File: config.mk
export PLATFORM = sky130hd
export DESIGN_NAME = sdram_init_refresh_ctrl_flat
export DESIGN_NICKNAME = d
export VERILOG_FILES = /design/src/rtl/sdram_init_refresh_ctrl_if.sv /design/src/rtl/sdram_init_refresh_ctrl.sv /design/src/flat_wrapper.sv
export SDC_FILE = /design/constraint.sdc
export NUM_CORES = 1
export LEC_CHECK = 0
export BUFFER_PORTS_ARGS = -buffer_cell sky130_fd_sc_hd__buf_2
export CAP_MARGIN = 20
export CORE_MARGIN = 2
export CORE_UTILIZATION = 40
export CTS_CLUSTER_SIZE = 20
export DETAILED_ROUTE_END_ITERATION = 8
export PLACE_DENSITY = 0.66
export SETUP_SLACK_MARGIN = 0.15
export SLEW_MARGIN = 10
export SYNTH_ARGS = -nofsm -noshare
export SYNTH_HDL_FRONTEND = slang
export SYNTH_SLANG_ARGS = --single-unit
export TNS_END_PERCENT = 100
File: constraint.sdc
create_clock -name clk -period 4.15 [get_ports clk]
set_input_delay 0.83 -clock clk [delete_from_list [all_inputs] [get_ports clk]]
set_output_delay 0.83 -clock clk [all_outputs]
set_load 0.005 [all_outputs]
File: src/rtl/sdram_init_refresh_ctrl_if.sv
// rtl/sdram_init_refresh_ctrl_if.sv - command bus and refresh handshake between the controller and its arbiter
interface sdram_init_refresh_ctrl_if;
  logic        delay100;
  logic        ref_ack;
  logic        sdr_cs_n;
  logic        sdr_ras_n;
  logic        sdr_cas_n;
  logic        sdr_we_n;
  logic [11:0] sdr_a;
  logic [1:0]  sdr_ba;
  logic        init_done;
  logic        ref_req;
  logic        ref_busy;
  logic        ref_overrun;

  modport master (
    input  delay100, ref_ack,
    output sdr_cs_n, sdr_ras_n, sdr_cas_n, sdr_we_n, sdr_a, sdr_ba,
    output init_done, ref_req, ref_busy, ref_overrun
  );

  modport slave (
    output delay100, ref_ack,
    input  sdr_cs_n, sdr_ras_n, sdr_cas_n, sdr_we_n, sdr_a, sdr_ba,
    input  init_done, ref_req, ref_busy, ref_overrun
  );
endinterface

File: src/rtl/sdram_init_refresh_ctrl.sv
// rtl/sdram_init_refresh_ctrl.sv - SDRAM power-up init sequencer and periodic auto-refresh requester
module sdram_init_refresh_ctrl #(
  parameter int unsigned TRP          = 3,
  parameter int unsigned TRFC         = 7,
  parameter int unsigned TMRD         = 2,
  parameter logic [11:0] MODE_REG     = 12'h027,
  parameter int unsigned REF_INTERVAL = 780
) (
  input logic                       clk,
  input logic                       rst_n,
  sdram_init_refresh_ctrl_if.master bus
);
  typedef enum logic [3:0] {
    WAIT_PWR, PRE, W_TRP, REF1, W_RFC1, REF2, W_RFC2, LMR, W_MRD, IDLE, RREF, W_RFC3
  } state_t;

  localparam logic [3:0]  CMD_NOP = 4'b0111;
  localparam logic [3:0]  CMD_PRE = 4'b0010;
  localparam logic [3:0]  CMD_REF = 4'b0001;
  localparam logic [3:0]  CMD_LMR = 4'b0000;
  localparam logic [3:0]  TRP_LD  = 4'(TRP - 1);
  localparam logic [3:0]  TRFC_LD = 4'(TRFC - 1);
  localparam logic [3:0]  TMRD_LD = 4'(TMRD - 1);
  localparam logic [15:0] REQ_AT  = 16'(REF_INTERVAL - 1);
  localparam logic [15:0] OVR_AT  = 16'(2 * REF_INTERVAL - 1);

  state_t      state, state_nx;
  logic [3:0]  wait_cnt, wait_cnt_nx, wait_dec;
  logic [15:0] ref_cnt;
  logic [3:0]  cmd_q, cmd_nx;
  logic [11:0] a_q, a_nx;
  logic [1:0]  ba_q, ba_nx;
  logic        busy_q, busy_nx;
  logic        done_q, req_q, ovr_q;
  logic        accept;

  // A state named after a command is the very cycle that command is on the pins.
  assign wait_dec = (wait_cnt == 4'd0) ? 4'd0 : wait_cnt - 4'd1;
  assign accept   = (state == IDLE) && bus.ref_ack && req_q;

  always_comb begin
    state_nx    = state;
    wait_cnt_nx = wait_dec;
    cmd_nx      = CMD_NOP;
    a_nx        = '0;
    ba_nx       = '0;
    case (state)
      WAIT_PWR: begin
        wait_cnt_nx = '0;
        if (bus.delay100) begin state_nx = PRE; wait_cnt_nx = TRP_LD; end
      end
      PRE:    state_nx = W_TRP;
      W_TRP:  if (wait_cnt == 4'd0) begin state_nx = REF1; wait_cnt_nx = TRFC_LD; end
      REF1:   state_nx = W_RFC1;
      W_RFC1: if (wait_cnt == 4'd0) begin state_nx = REF2; wait_cnt_nx = TRFC_LD; end
      REF2:   state_nx = W_RFC2;
      W_RFC2: if (wait_cnt == 4'd0) begin state_nx = LMR; wait_cnt_nx = TMRD_LD; end
      LMR:    state_nx = W_MRD;
      W_MRD:  if (wait_cnt == 4'd0) state_nx = IDLE;
      IDLE: begin
        wait_cnt_nx = '0;
        if (accept) begin state_nx = RREF; wait_cnt_nx = TRFC_LD; end
      end
      // Countdown is held here so W_RFC3 alone spans a full TRFC.
      RREF: begin state_nx = W_RFC3; wait_cnt_nx = wait_cnt; end
      W_RFC3: if (wait_cnt == 4'd0) state_nx = IDLE;
      default: begin state_nx = WAIT_PWR; wait_cnt_nx = '0; end
    endcase
    case (state_nx)
      PRE:              begin cmd_nx = CMD_PRE; a_nx = 12'h400; end
      REF1, REF2, RREF: cmd_nx = CMD_REF;
      LMR:              begin cmd_nx = CMD_LMR; a_nx = MODE_REG; end
      default:          cmd_nx = CMD_NOP;
    endcase
    busy_nx = state_nx inside {PRE, W_TRP, REF1, W_RFC1, REF2, W_RFC2, LMR, W_MRD, RREF, W_RFC3};
  end

  always_ff @(posedge clk or negedge rst_n) begin
    if (!rst_n) begin
      state    <= WAIT_PWR;
      wait_cnt <= '0;
      cmd_q    <= CMD_NOP;
      a_q      <= '0;
      ba_q     <= '0;
      busy_q   <= 1'b0;
      done_q   <= 1'b0;
      req_q    <= 1'b0;
      ovr_q    <= 1'b0;
      ref_cnt  <= '0;
    end else begin
      state    <= state_nx;
      wait_cnt <= wait_cnt_nx;
      cmd_q    <= cmd_nx;
      a_q      <= a_nx;
      ba_q     <= ba_nx;
      busy_q   <= busy_nx;
      if (state == W_MRD && state_nx == IDLE) done_q <= 1'b1;
      if (!done_q || accept) ref_cnt <= '0;
      else if (ref_cnt != 16'hFFFF) ref_cnt <= ref_cnt + 16'd1;
      if (accept) req_q <= 1'b0;
      else if (done_q && ref_cnt == REQ_AT) req_q <= 1'b1;
      if (req_q && ref_cnt == OVR_AT) ovr_q <= 1'b1;
    end
  end

  assign {bus.sdr_cs_n, bus.sdr_ras_n, bus.sdr_cas_n, bus.sdr_we_n} = cmd_q;
  assign bus.sdr_a       = a_q;
  assign bus.sdr_ba      = ba_q;
  assign bus.init_done   = done_q;
  assign bus.ref_req     = req_q;
  assign bus.ref_busy    = busy_q;
  assign bus.ref_overrun = ovr_q;
endmodule

File: src/flat_wrapper.sv
// flat-port wrapper written by rule: the top's interface ports become plain ports
module sdram_init_refresh_ctrl_flat 
#(
  parameter int unsigned TRP          = 3,
  parameter int unsigned TRFC         = 7,
  parameter int unsigned TMRD         = 2,
  parameter logic [11:0] MODE_REG     = 12'h027,
  parameter int unsigned REF_INTERVAL = 780
)
  (clk, rst_n, bus_delay100, bus_ref_ack, bus_sdr_cs_n, bus_sdr_ras_n, bus_sdr_cas_n, bus_sdr_we_n, bus_sdr_a, bus_sdr_ba, bus_init_done, bus_ref_req, bus_ref_busy, bus_ref_overrun);
  sdram_init_refresh_ctrl_if bus_i ();
  input logic clk;
  input logic rst_n;
  input wire logic [$bits(bus_i.delay100)-1:0] bus_delay100;
  input wire logic [$bits(bus_i.ref_ack)-1:0] bus_ref_ack;
  output wire logic [$bits(bus_i.sdr_cs_n)-1:0] bus_sdr_cs_n;
  output wire logic [$bits(bus_i.sdr_ras_n)-1:0] bus_sdr_ras_n;
  output wire logic [$bits(bus_i.sdr_cas_n)-1:0] bus_sdr_cas_n;
  output wire logic [$bits(bus_i.sdr_we_n)-1:0] bus_sdr_we_n;
  output wire logic [$bits(bus_i.sdr_a)-1:0] bus_sdr_a;
  output wire logic [$bits(bus_i.sdr_ba)-1:0] bus_sdr_ba;
  output wire logic [$bits(bus_i.init_done)-1:0] bus_init_done;
  output wire logic [$bits(bus_i.ref_req)-1:0] bus_ref_req;
  output wire logic [$bits(bus_i.ref_busy)-1:0] bus_ref_busy;
  output wire logic [$bits(bus_i.ref_overrun)-1:0] bus_ref_overrun;
  assign bus_i.delay100 = bus_delay100;
  assign bus_i.ref_ack = bus_ref_ack;
  assign bus_sdr_cs_n = bus_i.sdr_cs_n;
  assign bus_sdr_ras_n = bus_i.sdr_ras_n;
  assign bus_sdr_cas_n = bus_i.sdr_cas_n;
  assign bus_sdr_we_n = bus_i.sdr_we_n;
  assign bus_sdr_a = bus_i.sdr_a;
  assign bus_sdr_ba = bus_i.sdr_ba;
  assign bus_init_done = bus_i.init_done;
  assign bus_ref_req = bus_i.ref_req;
  assign bus_ref_busy = bus_i.ref_busy;
  assign bus_ref_overrun = bus_i.ref_overrun;
  sdram_init_refresh_ctrl #(.TRP(TRP), .TRFC(TRFC), .TMRD(TMRD), .MODE_REG(MODE_REG), .REF_INTERVAL(REF_INTERVAL)) u_core (.clk(clk), .rst_n(rst_n), .bus(bus_i));
endmodule
==> summary.txt, run 1 <==
run status: completed
master of the slowest instance on the critical path: sky130_fd_sc_hd__dfrtp_1
floorplan die height: 73.7 um
count of input and output buffers: 15
largest incremental delay on the critical path: 0.70 ns
detailed-route DRC error count: 0
count of TritonRoute iterations in the first routing pass: 4
library cell used as clock root buffer: sky130_fd_sc_hd__clkbuf_8
clock slew seen by the registers of the worst setup and hold paths: 0.07 ns
pin count of the biggest net entering global routing: 34
period utilization: 52.1%
clock tree from TritonCTS: yes
total wirelength of the detailed-routed design: 3800 um
cell type contributing the most total cell area after synthesis: sky130_fd_sc_hd__dfrtp_1
fmax: 0.462 GHz
final cell count without fillers: 272
largest family of logic cells by synthesized area: simple AND/OR/NAND/NOR gates
startpoint-to-endpoint class of the critical path: register to register
count of endpoints failing setup in the final report: 0
CTS sink count: 33
Routed Antenna Nets: 0
floorplan row count: 25
parity-gate share of the synthesized area counting xor and xnor cells: 5.87%
count of maximum capacitance violations: 0
count of hold buffers inserted by post-cts repair: 0
initial core utilization: 41.4%
post-layout util: 44.2%
synthesized instance count: 206
antenna diode count: 0
number of flops mapped to enable cells by yosys: 0
cell area after layout: 2070 um2
top_reg_cell synth: sky130_fd_sc_hd__dfrtp_1
clock latency reported for the late side of the worst-skew pair: 0.28 ns
Final TNS setup: 0 ns
max_slew headroom: 52.5%
share of synthesized flip-flops with an asynchronous set or reset: 100%
RSZ-0062 raised after global routing: false
beginning of the worst hold path: u_core.bus.ref_overrun
Mean Syn Cell Area: 9.42 um2
cell-by-cell listing of the critical path: nor4b_4 > nor4_2 > o211ai_4 > o22ai_1 > a32o_1 > a311oi_2
wire length of the first global-routing pass: 6350 um
TritonCTS Buffers: 5
adder-cell share of the synthesized area: 1.16%
post-route minimum period: 2.16 ns
Avg WL per Cell: 14.0 um
layout cells sized above 1: 16.1%
Power Density: 562 nW/um2
placer congestion estimate: 0.871
CP Max Fanout: 19
number of placed I/O pins: 26
vias per std cell: 5.42
initial antenna violation count: 0
depth of the CTS H-tree: 2
buffer levels on the longest clock path: 2
top post-synthesis cells by area: sky130_fd_sc_hd__dfrtp_1 (39%), sky130_fd_sc_hd__nor2_1 (5.6%), sky130_fd_sc_hd__buf_4 (5.0%), sky130_fd_sc_hd__dfstp_2 (4.1%), sky130_fd_sc_hd__xor2_1 (3.2%)
cell with the most instances after synthesis: sky130_fd_sc_hd__dfrtp_1
core region area: 4690 um2
actual slew at the worst max-slew pin: 0.713 ns
number of global-route vias before repair: 1,292
Hold WC Path Type: register to register
count of synthesis-stage warnings from yosys: 0
cts repair resizes: 0
count of nets after finishing: 222
crit path launch type: register
leakage power figure: 0.930 nW
instance area at placement: 1970 um2
placed insts: 264
Post-CTS Setup Repair Bufs: 0
number of distinct library cells after synthesis: 51
r2r worst-path depth: 6
commonest cells in the synthesized netlist: sky130_fd_sc_hd__dfrtp_1 (30), sky130_fd_sc_hd__nor2_1 (29), sky130_fd_sc_hd__nand2_1 (15)
total vias in the final route: 1,473
Yosys reg bits: 33
worst voltage drop across the vdd grid: 0.221 mV
Fin. Hold Viols: 0
post-synthesis compound-gate area fraction: 14.2%
Crit path required time: 4.34 ns
final clock skew: 0.00847 ns
crit path launch: u_core.state[3]
worst reg2reg path startpoint: u_core.state[3]
Setup crit end kind: register
part of the Yosys area used for sequential elements: 42.7%
overall die width: 73.7 um
global-route usage over all layers: 15.4%
Iter 0 DRT Violations: 105
total grt overflow: 0
overall die area: 5420 um2
simple-gate portion of the synthesized area: 27.0%
post-synth design cell area: 1940 um2
layout overhead on the synthesized area: 6.90%
post-route worst hold slack: 0.492 ns
hold path cells: 1
half-perimeter wire length after placement: 2690 um
proportion of netlist area held by the largest area contributor: 38.7%
number of max-slew violations in the final report: 0
Data arrival, critical path: 2.36 ns
mux contribution to synthesized area: 0%
==> metrics by stage <==
step | power, mW | setup slack [ns]
5_1_grt | 1.25 | 1.79
3_3_place_gp | 0.867 | 2.01
4_1_cts | 1.17 | 1.98
2_1_floorplan | 0.799 | 2.25
6_report | 1.17 | 1.99
3_5_place_dp | 0.879 | 1.97
==> sequential cells by signal (all words and copies together), names as in the netlist <==
signal and count:
u_core.wait_cnt 4, u_core.ref_cnt 16, u_core.bus.sdr_a 2, u_core.state 4, u_core.bus.init_done 1, u_core.bus.ref_overrun 1
u_core.bus.ref_busy 1, u_core.cmd_q 3, u_core.bus.ref_req 1
==> layout by cell type, fill, tap and decap left out, types with 3 or more instances in the layout <==
master / count
sky130_fd_sc_hd__dfrtp_1: 30
sky130_fd_sc_hd__nor2_1: 29
sky130_fd_sc_hd__nand2_1: 15
sky130_fd_sc_hd__buf_2: 15
sky130_fd_sc_hd__a21oi_1: 11
sky130_fd_sc_hd__conb_1: 10
sky130_fd_sc_hd__xor2_1: 7
sky130_fd_sc_hd__nand3_1: 7
sky130_fd_sc_hd__o21ai_0: 6
sky130_fd_sc_hd__inv_1: 6
sky130_fd_sc_hd__nor3_1: 6
sky130_fd_sc_hd__xnor2_1: 6
sky130_fd_sc_hd__nor3b_1: 5
sky130_fd_sc_hd__clkbuf_8: 5
sky130_fd_sc_hd__nand2b_1: 4
sky130_fd_sc_hd__nand4_1: 4
sky130_fd_sc_hd__nor4_1: 4
sky130_fd_sc_hd__or4_1: 3
sky130_fd_sc_hd__a21o_1: 3
sky130_fd_sc_hd__dfstp_2: 3
==> power by group <==
| group | switching [mW] | total (mW) | leakage (nW) | internal, mW |
|---|---|---|---|---|
| Combinational | 0.209 | 0.382 | 0.454 | 0.173 |
| Sequential | 0.103 | 0.493 | 0.421 | 0.391 |
| Clock | 0.112 | 0.290 | 0.0552 | 0.178 |
==> cells by family (layout without fill, tap and decap cells) <==
family | after synthesis | count (layout)
simple gates | 93 | 93
compound gates | 38 | 38
flops | 33 | 33
buf+inv | 26 | 29
xor+xnor | 13 | 13
fa+ha+maj | 2 | 2
other cells | 1 | 10
==> final timing paths <==
path	endpoint	slack [ns]
min in group asynchronous	u_core.state[3]	0.60
setup reg to reg	u_core.cmd_q[2]	1.99
hold reg to reg	u_core.bus.ref_overrun	0.49
hold / removal	u_core.bus.ref_overrun	0.49
setup / recovery	u_core.cmd_q[2]	1.99
max in group asynchronous	u_core.wait_cnt[3]	3.09
==> worst max-delay path: cells and delay by family, from the launching register on <==
family / cells / cell delay, ns
AOI/OAI and AO/OA: 4 / 0.83
and+or+nand+nor: 2 / 0.53
DFF: 1 / 0.70
==> final cells by class <==
cell class	instances	area, um2
repair buffers	15	75.1
well taps	54	67.6
clock buffers	6	72.6
inverters	6	22.5
clock inverters	2	35.0
fillers	463	2620
multi-input cells	156	972
flip-flops and latches	33	830
==> metal layers <==
metal	routed length, um	part of all wire, %	vias up	GRT usage, %
li1	-	-	733	-
met1	1970	52	707	23.4
met2	1660	44	29	21.1
met3	119	3.1	4	2.88
met4	56	1.5	0	6.67
met5	0	0	-	0
No activity file was read; power rests on OpenSTA's default activity.
==> run 2: changes to the inputs <==
--- a/config.mk
+++ b/config.mk
@@ -11,7 +11,7 @@
 export CORE_UTILIZATION = 40
 export CTS_CLUSTER_SIZE = 20
 export DETAILED_ROUTE_END_ITERATION = 8
-export PLACE_DENSITY = 0.66
+export PLACE_DENSITY = 0.68
 export SETUP_SLACK_MARGIN = 0.15
 export SLEW_MARGIN = 10
 export SYNTH_ARGS = -nofsm -noshare
==> constraint.sdc (replaced) <==
create_clock -name clk -period 1.8 [get_ports clk]
set_input_delay 0.36 -clock clk [delete_from_list [all_inputs] [get_ports clk]]
set_output_delay 0.36 -clock clk [all_outputs]
set_load 0.005 [all_outputs]
==> run 2 against run 1 <==
Effect of this change:
- clock-buffer cell count grew 1
- global-route usage is 2.8 points higher
- sequential share of layout area down 11 points
- sequential power grew 120%
- non-clock buffer count increased by 49
- clock power increased to 2.5 times the previous value
- total power rose to 3.1 times the previous value
- first-iteration DRC count down 15%
- register-to-register slack got worse by 2.0 ns
- via count grew 19%
- highest routed layer unchanged
==> summary.txt, run 2 (same netlist as run 1, synthesis figures left out) <==
run status: completed
antenna diode count: 0 (unchanged)
Routed Antenna Nets: 0 (unchanged)
count of endpoints failing setup in the final report: 0 (unchanged)
Avg WL per Cell: 16.3 um (+16%)
number of global-route vias before repair: 1,492 (+15%)
vias per std cell: 5.45 (+0.55%)
max reg flops: 16 (unchanged)
master of the slowest instance on the critical path: sky130_fd_sc_hd__or4_4
count of nets after finishing: 271 (+22%)
CTS sink count: 33 (unchanged)
number of placed I/O pins: 26 (unchanged)
wire length of the first global-routing pass: 7420 um (+17%)
CP Max Fanout: 3 (-16)
crit path launch: u_core.wait_cnt[1]
largest registers: u_core.ref_cnt (16), u_core.state (4), u_core.wait_cnt (4)
floorplan row count: 25 (unchanged)
half-perimeter wire length after placement: 3310 um (+23%)
Iter 0 DRT Violations: 89 (-15%)
beginning of the worst hold path: bus_ref_ack
clock latency reported for the late side of the worst-skew pair: 0.29 ns (about the same)
total wirelength of the detailed-routed design: 5220 um (+37%)
largest incremental delay on the critical path: 0.58 ns (-0.12 ns)
Hold WC Path Type: primary input to register
layout overhead on the synthesized area: 46.7%
overall die area: 5420 um2 (unchanged)
most frequent standard cell in the layout excluding fill and tap cells: sky130_fd_sc_hd__buf_4
clock slew seen by the registers of the worst setup and hold paths: 0.07 ns (about the same)
total grt overflow: 0 (unchanged)
count of input and output buffers: 15 (unchanged)
initial antenna violation count: 0 (unchanged)
period utilization: 98.2% (+46 points)
clock tree from TritonCTS: yes
library cell used as clock root buffer: sky130_fd_sc_hd__clkbuf_8
worst voltage drop across the vdd grid: 0.579 mV (+160%)
leakage power figure: 1.24 nW (+33%)
count of maximum capacitance violations: 0 (unchanged)
buffer levels on the longest clock path: 2 (unchanged)
largest register by flop count: u_core.ref_cnt
pin count of the biggest net entering global routing: 23 (-32%)
Setup crit end kind: register
RSZ-0062 raised after global routing: true
fmax: 0.566 GHz (+22%)
detailed-route DRC error count: 0 (unchanged)
depth of the CTS H-tree: 2 (unchanged)
core region area: 4690 um2 (unchanged)
count of TritonRoute iterations in the first routing pass: 4 (unchanged)
post-route worst hold slack: 0.465 ns (-0.0267 ns)
cell-by-cell listing of the critical path: or4_4 > a21oi_2 > a221oi_4 > a32o_2 > a311oi_2
floorplan die height: 73.7 um (unchanged)
number of max-slew violations in the final report: 0 (unchanged)
Fin. Hold Viols: 0 (unchanged)
post-route minimum period: 1.77 ns (-0.397 ns)
Data arrival, critical path: 1.97 ns (-0.39 ns)
overall die width: 73.7 um (unchanged)
placer congestion estimate: 0.910 (+4.4%)
TritonCTS Buffers: 5 (unchanged)
total vias in the final route: 1,748 (+19%)
layout cells sized above 1: 49.8% (+34 points)
most used cells in the layout excluding fill and tap cells: sky130_fd_sc_hd__buf_4 (40), sky130_fd_sc_hd__dfrtp_1 (24), sky130_fd_sc_hd__nor2_1 (15), sky130_fd_sc_hd__buf_2 (15), sky130_fd_sc_hd__nor2_4 (13)
Crit path required time: 2.01 ns (-2.33 ns)
final clock skew: 0.0102 ns (+0.00174 ns)
final cell count without fillers: 321 (+18%)
worst reg2reg path startpoint: u_core.wait_cnt[1]
startpoint-to-endpoint class of the critical path: register to register
global-route usage over all layers: 18.2% (+2.8 points)
placed insts: 302 (+14%)
Power Density: 1260 nW/um2 (+120%)
crit path launch type: register
initial core utilization: 41.4% (unchanged)
==> run 2: cell count changes in the layout (fill, tap and decap cells not counted), moves of 5 or more <==
cell                      before  now
sky130_fd_sc_hd__buf_4         0   40
sky130_fd_sc_hd__buf_6         0    5
sky130_fd_sc_hd__nor2_1       29   15
sky130_fd_sc_hd__dfrtp_1      30   24
sky130_fd_sc_hd__nor2_4        0   13
sky130_fd_sc_hd__dfrtp_2       0    6
==> run 2: final cells by class <==
type                       instances  area (um2)
fill                             373        1850
multi-input combinational        156        1300
sequential                        33         837
timing repair buffer              64         507
clock buffer                       7        86.3
tap                               54        67.6
clock inverter                     1        30.0
inverter                           6        22.5
==> run 2: worst paths after layout <==
path                                           to  slack (ns)  cells after the start
min in group asynchronous       u_core.ref_cnt[7]        0.52                      3
max in group asynchronous         u_core.cmd_q[0]        0.93                      3
max                               u_core.cmd_q[2]        0.03                      5
min reg2reg                u_core.bus.ref_overrun        0.54                      1
min                            u_core.bus.ref_req        0.47                      4
max reg2reg                       u_core.cmd_q[2]        0.03                      5
==> run 2: critical path: cells and delay by family (launching register included) <==
kind,cells,cell delay (ns)
AOI/OAI and AO/OA,4,0.72
DFF,1,0.39
and+or+nand+nor,1,0.58
==> run 2: routing by layer <==
layer,global-route usage [%],wire (um)
met5,0,0
met4,6.87,84
met3,3.84,223
met2,27.0,2600
met1,26.1,2310
==> run 2: timing repair <==
action,4_1_cts,5_1_grt
setup endpoints to repair,11,25
pin swaps,8,29
cloned,0,1
hold buffers,1,0
endpoints found under the hold margin,11,0
buffers inserted,1,8
resized for setup,14,62
==> run 2: stage by stage <==
step,setup slack (ns),util [%],area [um2],power [mW],TNS (ns)
detailed placement,0.0354,48.9,2300,2.34,0
floorplan,0.122,-,2000,1.86,0
finish,0.0326,60.7,2850,3.57,0
global placement,0.0670,48.9,2300,2.32,0
CTS,0.0287,53.0,2490,3.15,0
global route,-0.0676,60.7,2850,3.79,-0.135
==> run 2: report_power, final <==
group,switching (mW),internal [mW],leakage [nW]
Combinational,0.846,0.930,0.765
Sequential,0.158,0.907,0.414
Clock,0.282,0.451,0.0585
Total,1.29,2.29,1.24
